===== src/rtl/compuertas_logicas_if.sv =====
// compuertas_logicas_if: operand/enable and gate-result bundle for the logic gate bank
interface compuertas_logicas_if #(parameter int WIDTH = 1);
  logic             en;
  logic [WIDTH-1:0] A;
  logic [WIDTH-1:0] B;
  logic [WIDTH-1:0] S1;
  logic [WIDTH-1:0] S2;
  logic [WIDTH-1:0] S3;
  logic [WIDTH-1:0] S4;
  logic [WIDTH-1:0] S5;
  logic [WIDTH-1:0] S6;
  logic [WIDTH-1:0] S7;
  logic [WIDTH-1:0] S8;
  logic             valid;
  modport master (output en, A, B, input S1, S2, S3, S4, S5, S6, S7, S8, valid);
  modport slave  (input en, A, B, output S1, S2, S3, S4, S5, S6, S7, S8, valid);
endinterface


===== src/rtl/compuertas_logicas.sv =====
// compuertas_logicas: registered bank of eight bitwise two-input gates
module compuertas_logicas #(
  parameter int WIDTH = 1
) (
  input logic                 clk,
  input logic                 rst_n,
  compuertas_logicas_if.slave bus
);
  logic [7:0][WIDTH-1:0] s_q, s_d;
  logic                  valid_q, valid_d;
  // Element 0 is S1 (AND) up to element 7 (XNOR)
  always_comb begin
    s_d     = bus.en ? {~(bus.A ^ bus.B), bus.A ^ bus.B, ~(bus.A | bus.B), ~(bus.A & bus.B),
                        ~bus.B, ~bus.A, bus.A | bus.B, bus.A & bus.B} : s_q;
    valid_d = bus.en ? 1'b1 : valid_q;
  end
  always_ff @(posedge clk or negedge rst_n) begin
    if (!rst_n) begin
      s_q     <= '0;
      valid_q <= 1'b0;
    end else begin
      s_q     <= s_d;
      valid_q <= valid_d;
    end
  end
  assign bus.S1    = s_q[0];
  assign bus.S2    = s_q[1];
  assign bus.S3    = s_q[2];
  assign bus.S4    = s_q[3];
  assign bus.S5    = s_q[4];
  assign bus.S6    = s_q[5];
  assign bus.S7    = s_q[6];
  assign bus.S8    = s_q[7];
  assign bus.valid = valid_q;
endmodule


===== src/flat_wrapper.sv =====
// flat-port wrapper written by rule: the top's interface ports become plain ports
module compuertas_logicas_flat 
#(
  parameter int WIDTH = 1
)
  (clk, rst_n, bus_en, bus_A, bus_B, bus_S1, bus_S2, bus_S3, bus_S4, bus_S5, bus_S6, bus_S7, bus_S8, bus_valid);
  compuertas_logicas_if #(.WIDTH(WIDTH)) bus_i ();
  input logic clk;
  input logic rst_n;
  input wire logic [$bits(bus_i.en)-1:0] bus_en;
  input wire logic [$bits(bus_i.A)-1:0] bus_A;
  input wire logic [$bits(bus_i.B)-1:0] bus_B;
  output wire logic [$bits(bus_i.S1)-1:0] bus_S1;
  output wire logic [$bits(bus_i.S2)-1:0] bus_S2;
  output wire logic [$bits(bus_i.S3)-1:0] bus_S3;
  output wire logic [$bits(bus_i.S4)-1:0] bus_S4;
  output wire logic [$bits(bus_i.S5)-1:0] bus_S5;
  output wire logic [$bits(bus_i.S6)-1:0] bus_S6;
  output wire logic [$bits(bus_i.S7)-1:0] bus_S7;
  output wire logic [$bits(bus_i.S8)-1:0] bus_S8;
  output wire logic [$bits(bus_i.valid)-1:0] bus_valid;
  assign bus_i.en = bus_en;
  assign bus_i.A = bus_A;
  assign bus_i.B = bus_B;
  assign bus_S1 = bus_i.S1;
  assign bus_S2 = bus_i.S2;
  assign bus_S3 = bus_i.S3;
  assign bus_S4 = bus_i.S4;
  assign bus_S5 = bus_i.S5;
  assign bus_S6 = bus_i.S6;
  assign bus_S7 = bus_i.S7;
  assign bus_S8 = bus_i.S8;
  assign bus_valid = bus_i.valid;
  compuertas_logicas #(.WIDTH(WIDTH)) u_core (.clk(clk), .rst_n(rst_n), .bus(bus_i));
endmodule

===== config.mk =====
export PLATFORM = sky130hd
export DESIGN_NAME = compuertas_logicas_flat
export DESIGN_NICKNAME = d
export VERILOG_FILES = /design/src/rtl/compuertas_logicas_if.sv /design/src/rtl/compuertas_logicas.sv /design/src/flat_wrapper.sv
export SDC_FILE = /design/constraint.sdc
export NUM_CORES = 1
export LEC_CHECK = 0
export BUFFER_PORTS_ARGS = -buffer_cell sky130_fd_sc_hd__buf_2
export CORE_AREA = 4 4 41 43
export DETAILED_ROUTE_END_ITERATION = 12
export DIE_AREA = 0 0 45 47
export HOLD_SLACK_MARGIN = 0.12
export PLACE_DENSITY = 0.58
export SLEW_MARGIN = 20
export SYNTH_ARGS = -nofsm -noshare
export SYNTH_HDL_FRONTEND = slang
export SYNTH_SLANG_ARGS = --single-unit

===== constraint.sdc =====
create_clock -name clk -period 1.66 [get_ports clk]
set_input_delay 0.249 -clock clk [delete_from_list [all_inputs] [get_ports clk]]
set_output_delay 0.249 -clock clk [all_outputs]
set_load 0.02 [all_outputs]

==> flow_summary.toml, run 1 <==
[pwr]
p_clk_frac = 0.313
p_sw_frac = 0.265
p_sw_w = 0.000135
p_int_w = 0.000375
p_leak_nw = 0.286
irDropWorstVdd_mv = 0.407
powerDensity_nw_per_um2 = 983
comb_power_share = 0.196
seqPwrFrac = 0.491

[worst_hold_path]
hp-class = "in2reg"

[final_layout]
multi_input_area_um2 = 155
antenna_cells = 0
syn_to_final_growth_pct = 26.5
layout-drive-gt1-share = 0.435
utilization = 0.399
final.fill_count = 135
nNetsFinal = 56
area.sequential_um2 = 225

[drt]
viasPerCell = 4.07
drc = 0
dr_wl_met3_um = 49
vias = 248
route.top_layer_used = "met3"
wl_met2_um = 285
drtAntennaViolNets = 0
drt-total-wl_um = 664
wire_per_inst_um = 10.9
drt-met1-wl_um = 330
first_pass_iters = 3
drt_iter0_drc = 4

[grt]
antenna_found_initial = 0
first_global_vias = 253
grt_remaining_overflow = 0
grt_pass1_wl_um = 1110
grt_max_degree = 11
grt_util_all_layers = 0.0820

[critical_path]
critPathRequiredTime_ns = 1.41
worstSetupEndpointType = "primary output"
criticalPathCategory = "reg2out"
crit_fanout = 2
critPathTopFamily = "flip-flops"
cp.arrival_ns = 0.79
critical_path_buf_inv_count = 1
max_stage_delay_ns = 0.38
reg2reg_slack_ns = 0.90
critPathLaunchType = "flop"
worstPathCellList = "buf_2"
slowest_stage = "dfrtp_1"

[clocking]
h-tree-depth = 1
cts_tree = "done"
post-cts-setup-buffers = 0
path_clk_slew_ns = 0.06
cts_sinks = 9
clkLatencyLatePin_ns = 0.25
cts_buffer_depth = 2
root_buffer = "clkbuf_4"
cts-buffers-inserted = 3

[timing]
tns_ns = 0
slew_violations = 0
skew_ns = 0
min_period_over_period = 0.628
maxSlewHeadroom = 0.828
max_freq_ghz = 0.959
layout_min_cycle_time_ns = 1.04
worst_pin_slew_ns = 0.259
finalHoldViolations = 0
finalSetupViolations = 0
fin_hold_ws_ns = 0.224
rsz0062_at_grt = "false"

[flow_run]
drv_cap = 0

[logic_synthesis]
synthTopCellsByCount = "9 x dfrtp_1, 5 x inv_1, 4 x ha_1, 4 x mux2_4, 3 x mux2i_1"
ys_seq_area_frac = 0.549
synth_edf_count = 0
yosysTopAreaCellShare = 0.549
ys_warn_count = 0
syn_inst = 29
yosysMostFrequentCell = "dfrtp_1"
ys_seq_elements = 9
synthFlopType = "dfrtp_1"
syn_area_um2 = 410
yosys.area.top_type = "dfrtp_1"
async_flop_share = 1.00
synth_area_leaders = "dfrtp_1 55%, mux2_4 15%, ha_1 12%, mux2i_1 7.3%, inv_1 4.6%"
synth.avg_cell_area_um2 = 14.2
syn_nets = 38
ys_types = 9

[place]
port_buffers = 13
gp_congestion = 0.646

[floorplan]
core_area_um2 = 1300
dieWidth_um = 45
row_count = 13
start_util = 0.315
die_h_um = 47
die-area_um2 = 2120
io_pins = 14

[outcome]
status = "completed"
==> registers in the layout, indices dropped and copies added (netlist names) <==
register / cells
u_core.bus.S5: 1
u_core.bus.S2: 1
u_core.bus.S3: 1
u_core.bus.S6: 1
u_core.bus.S8: 1
u_core.bus.valid: 1
u_core.bus.S7: 1
u_core.bus.S4: 1
u_core.bus.S1: 1
==> cells by family after synthesis <==
group,synth area share
adders and majority gates,0.122
DFF,0.549
muxes,0.220
buffers and inverters,0.0732
and+or+nand+nor,0.0244
AOI/OAI and AO/OA,0.0122
==> through the flow <==
stage / power (W) / worst slack [ns] / instance area [um^2] / std cells
2_1_floorplan: 0.000319 / 0.715 / 410 / 29
3_3_place_gp: 0.000353 / 0.543 / 483 / 56
3_5_place_dp: 0.000354 / 0.541 / 483 / 56
4_1_cts: 0.000528 / 0.600 / 519 / 61
5_1_grt: 0.000552 / 0.568 / 519 / 61
6_report: 0.000510 / 0.617 / 519 / 61
==> what timing repair did <==
| item | 4_1_cts | 5_1_grt |
|---|---|---|
| hold buffers | 1 | 0 |
| hold endpoints to repair | 9 | 0 |
| gates resized for setup | 0 | 0 |
==> per-layer routing <==
metal	vias to the layer above	global-route usage
met5	-	0
met3	0	0.0460
met1	115	0.0977
li1	125	-
met4	0	0.0702
met2	8	0.105
==> area by class of cell <==
class | instances | area share
flip-flops and latches | 9 | 0.434
multi-input cells | 14 | 0.299
repair buffers | 14 | 0.145
clock buffers | 4 | 0.0506
inverters | 5 | 0.0361
well taps | 15 | 0.0361
==> power groups by stage <==
stage,Combinational [W],Clock [W],Sequential [W]
5_1_grt,0.000110,0.000189,0.000253
2_1_floorplan,0.0000384,0,0.000280
6_report,0.000100,0.000160,0.000250
4_1_cts,0.000102,0.000175,0.000250
3_3_place_gp,0.0000991,0,0.000254
3_5_place_dp,0.000100,0,0.000254
==> worst paths after layout <==
| path | startpoint | end | cells after the start |
|---|---|---|---|
| setup / recovery | u_core.bus.S7 | bus_S7 | 1 |
| hold / removal | bus_B | u_core.bus.S4 | 2 |
| setup reg to reg | u_core.bus.S7 | u_core.bus.S7 | 1 |
| hold reg to reg | u_core.bus.valid | u_core.bus.valid | 1 |
| max in group asynchronous | rst_n | u_core.bus.S8 | 2 |
| min in group asynchronous | rst_n | u_core.bus.S6 | 2 |
==> cell usage in the layout, fill, tap and decap left out <==
cell           netlist  routed
dlygate4sd3_1        0       1
nor2_1               1       1
a21oi_1              1       1
mux2i_1              3       3
inv_1                5       5
mux2_4               4       4
ha_1                 4       4
or2_1                1       1
clkbuf_4             0       3
dfrtp_1              9       9
clkbuf_1             0       1
buf_2                0      13
(Power assumes the default switching activity.)
==> run 2: changes to the inputs <==
Clock period 1.66 ns to 1.07 ns, I/O delays scaled along.
==> run 2 against run 1 <==
Compared with the run above: cell area up 1.9%; combinational power up 58%; setup slack worse by 0.50 ns; clock skew unchanged; flip-flop and latch count did not move; critical path type unchanged; largest cell class unchanged.
==> flow_summary.toml, run 2 (same netlist as run 1, synthesis figures left out) <==
[outcome]
status = "completed"

[timing]
fin_hold_ws_ns = 0.256
rsz0062_at_grt = "false"
finalSetupViolations = 0
skew_ns = 0
finalHoldViolations = 0
worst_pin_slew_ns = 0.253
max_freq_ghz = 1.05
maxSlewHeadroom = 0.831
tns_ns = 0
slew_violations = 0
min_period_over_period = 0.888
layout_min_cycle_time_ns = 0.950

[pwr]
p_leak_nw = 0.290
seqPwrFrac = 0.484
powerDensity_nw_per_um2 = 1510
p_int_w = 0.000584
p_clk_frac = 0.318
p_sw_w = 0.000214
irDropWorstVdd_mv = 0.764
p_sw_frac = 0.268
comb_power_share = 0.198

[critical_path]
critical_path_buf_inv_count = 1
max_stage_delay_ns = 0.38
criticalPathCategory = "reg2out"
worstSetupEndpointType = "primary output"
path_depth = 1
reg2reg_slack_ns = 0.32
r2r_end = "u_core.bus.S1"
critPathLaunchType = "flop"
cp.arrival_ns = 0.79
cp-startpoint = "u_core.bus.S1"
slowest_stage = "dfrtp_1"
worstPathCellList = "buf_2"
reg2reg_depth = 1
critPathRequiredTime_ns = 0.91
crit_fanout = 2
endpoint = "bus_S1"
critPathTopFamily = "flip-flops"
r2r_start = "u_core.bus.S1"

[final_layout]
antenna_cells = 0
nNetsFinal = 57
syn_to_final_growth_pct = 29.0
final_common_cell = "buf_2"
mostFrequentLayoutCells = "13 x buf_2, 9 x dfrtp_1, 5 x inv_1"
utilization = 0.407
layout-drive-gt1-share = 0.426

[clocking]
clkLatencyLatePin_ns = 0.25
cts_resized = 0
cts_buffer_depth = 2
h-tree-depth = 1
cts_sinks = 9
path_clk_slew_ns = 0.06
cts-buffers-inserted = 3
post-cts-setup-buffers = 0
holdBufCountCts = 1
cts_tree = "done"
root_buffer = "clkbuf_4"

[worst_hold_path]
hold_start = "bus_A"
hp-class = "in2reg"

[drt]
vias = 266
wire_per_inst_um = 10.6
viasPerCell = 4.29
drt_iter0_drc = 2
drtAntennaViolNets = 0
first_pass_iters = 2
drt-total-wl_um = 655
drc = 0

[floorplan]
dieWidth_um = 45
die_h_um = 47
io_pins = 14
die-area_um2 = 2120
core_area_um2 = 1300
row_count = 13
start_util = 0.315

[place]
port_buffers = 13
gp_congestion = 0.630

[flow_run]
drv_cap = 0

[grt]
grt_remaining_overflow = 0
grt_util_all_layers = 0.0758
antenna_found_initial = 0
first_global_vias = 233
grt_pass1_wl_um = 1030
grt_max_degree = 11
-- run 2: changes by cell type in the layout (fill, tap and decap cells not counted), sizes merged --
cell	before	now
dlygate4sd3	1	2
-- run 2: worst min-delay path by stage --
stage                                  end  slack [ns]  depth (start not counted)
after global placement    u_core.bus.valid        0.02                          1
after CTS                    u_core.bus.S4        0.12                          2
final                        u_core.bus.S5        0.26                          3
after floorplan              u_core.bus.S1       -0.14                          0
after global routing         u_core.bus.S2        0.27                          2
after detailed placement  u_core.bus.valid        0.03                          1
-- run 2: power groups by stage --
stage | combinational, W | sequential (W) | clock, W
floorplan | 0.0000595 | 0.000435 | 0
global placement | 0.000153 | 0.000394 | 0
detailed placement | 0.000156 | 0.000394 | 0
CTS | 0.000159 | 0.000388 | 0.000270
global route | 0.000172 | 0.000391 | 0.000300
finish | 0.000158 | 0.000386 | 0.000254
-- run 2: stage by stage --
stage,total power [W],setup slack (ns),std cells,area (um^2)
floorplan,0.000494,0.213,29,410
global placement,0.000548,0.0546,56,483
detailed placement,0.000549,0.0422,56,483
CTS,0.000816,0.103,61,519
global route,0.000863,0.0677,62,529
finish,0.000798,0.120,62,529
-- run 2: routing by layer --
| metal | GRT usage | vias to the layer above | part of all wire |
|---|---|---|---|
| met5 | 0 | - | 0 |
| met4 | 0.0351 | 0 | 0 |
| met3 | 0.0575 | 0 | 0.10 |
| met2 | 0.102 | 10 | 0.45 |
| met1 | 0.0888 | 128 | 0.44 |
| li1 | - | 128 | - |
-- run 2: cell type report --
| type | count | area, um^2 |
|---|---|---|
| clock buffers | 4 | 26.3 |
| fillers | 136 | 772 |
| inverters | 5 | 18.8 |
| multi-input cells | 14 | 155 |
| flip-flops and latches | 9 | 225 |
| well taps | 15 | 18.8 |
| repair buffers | 15 | 85.1 |
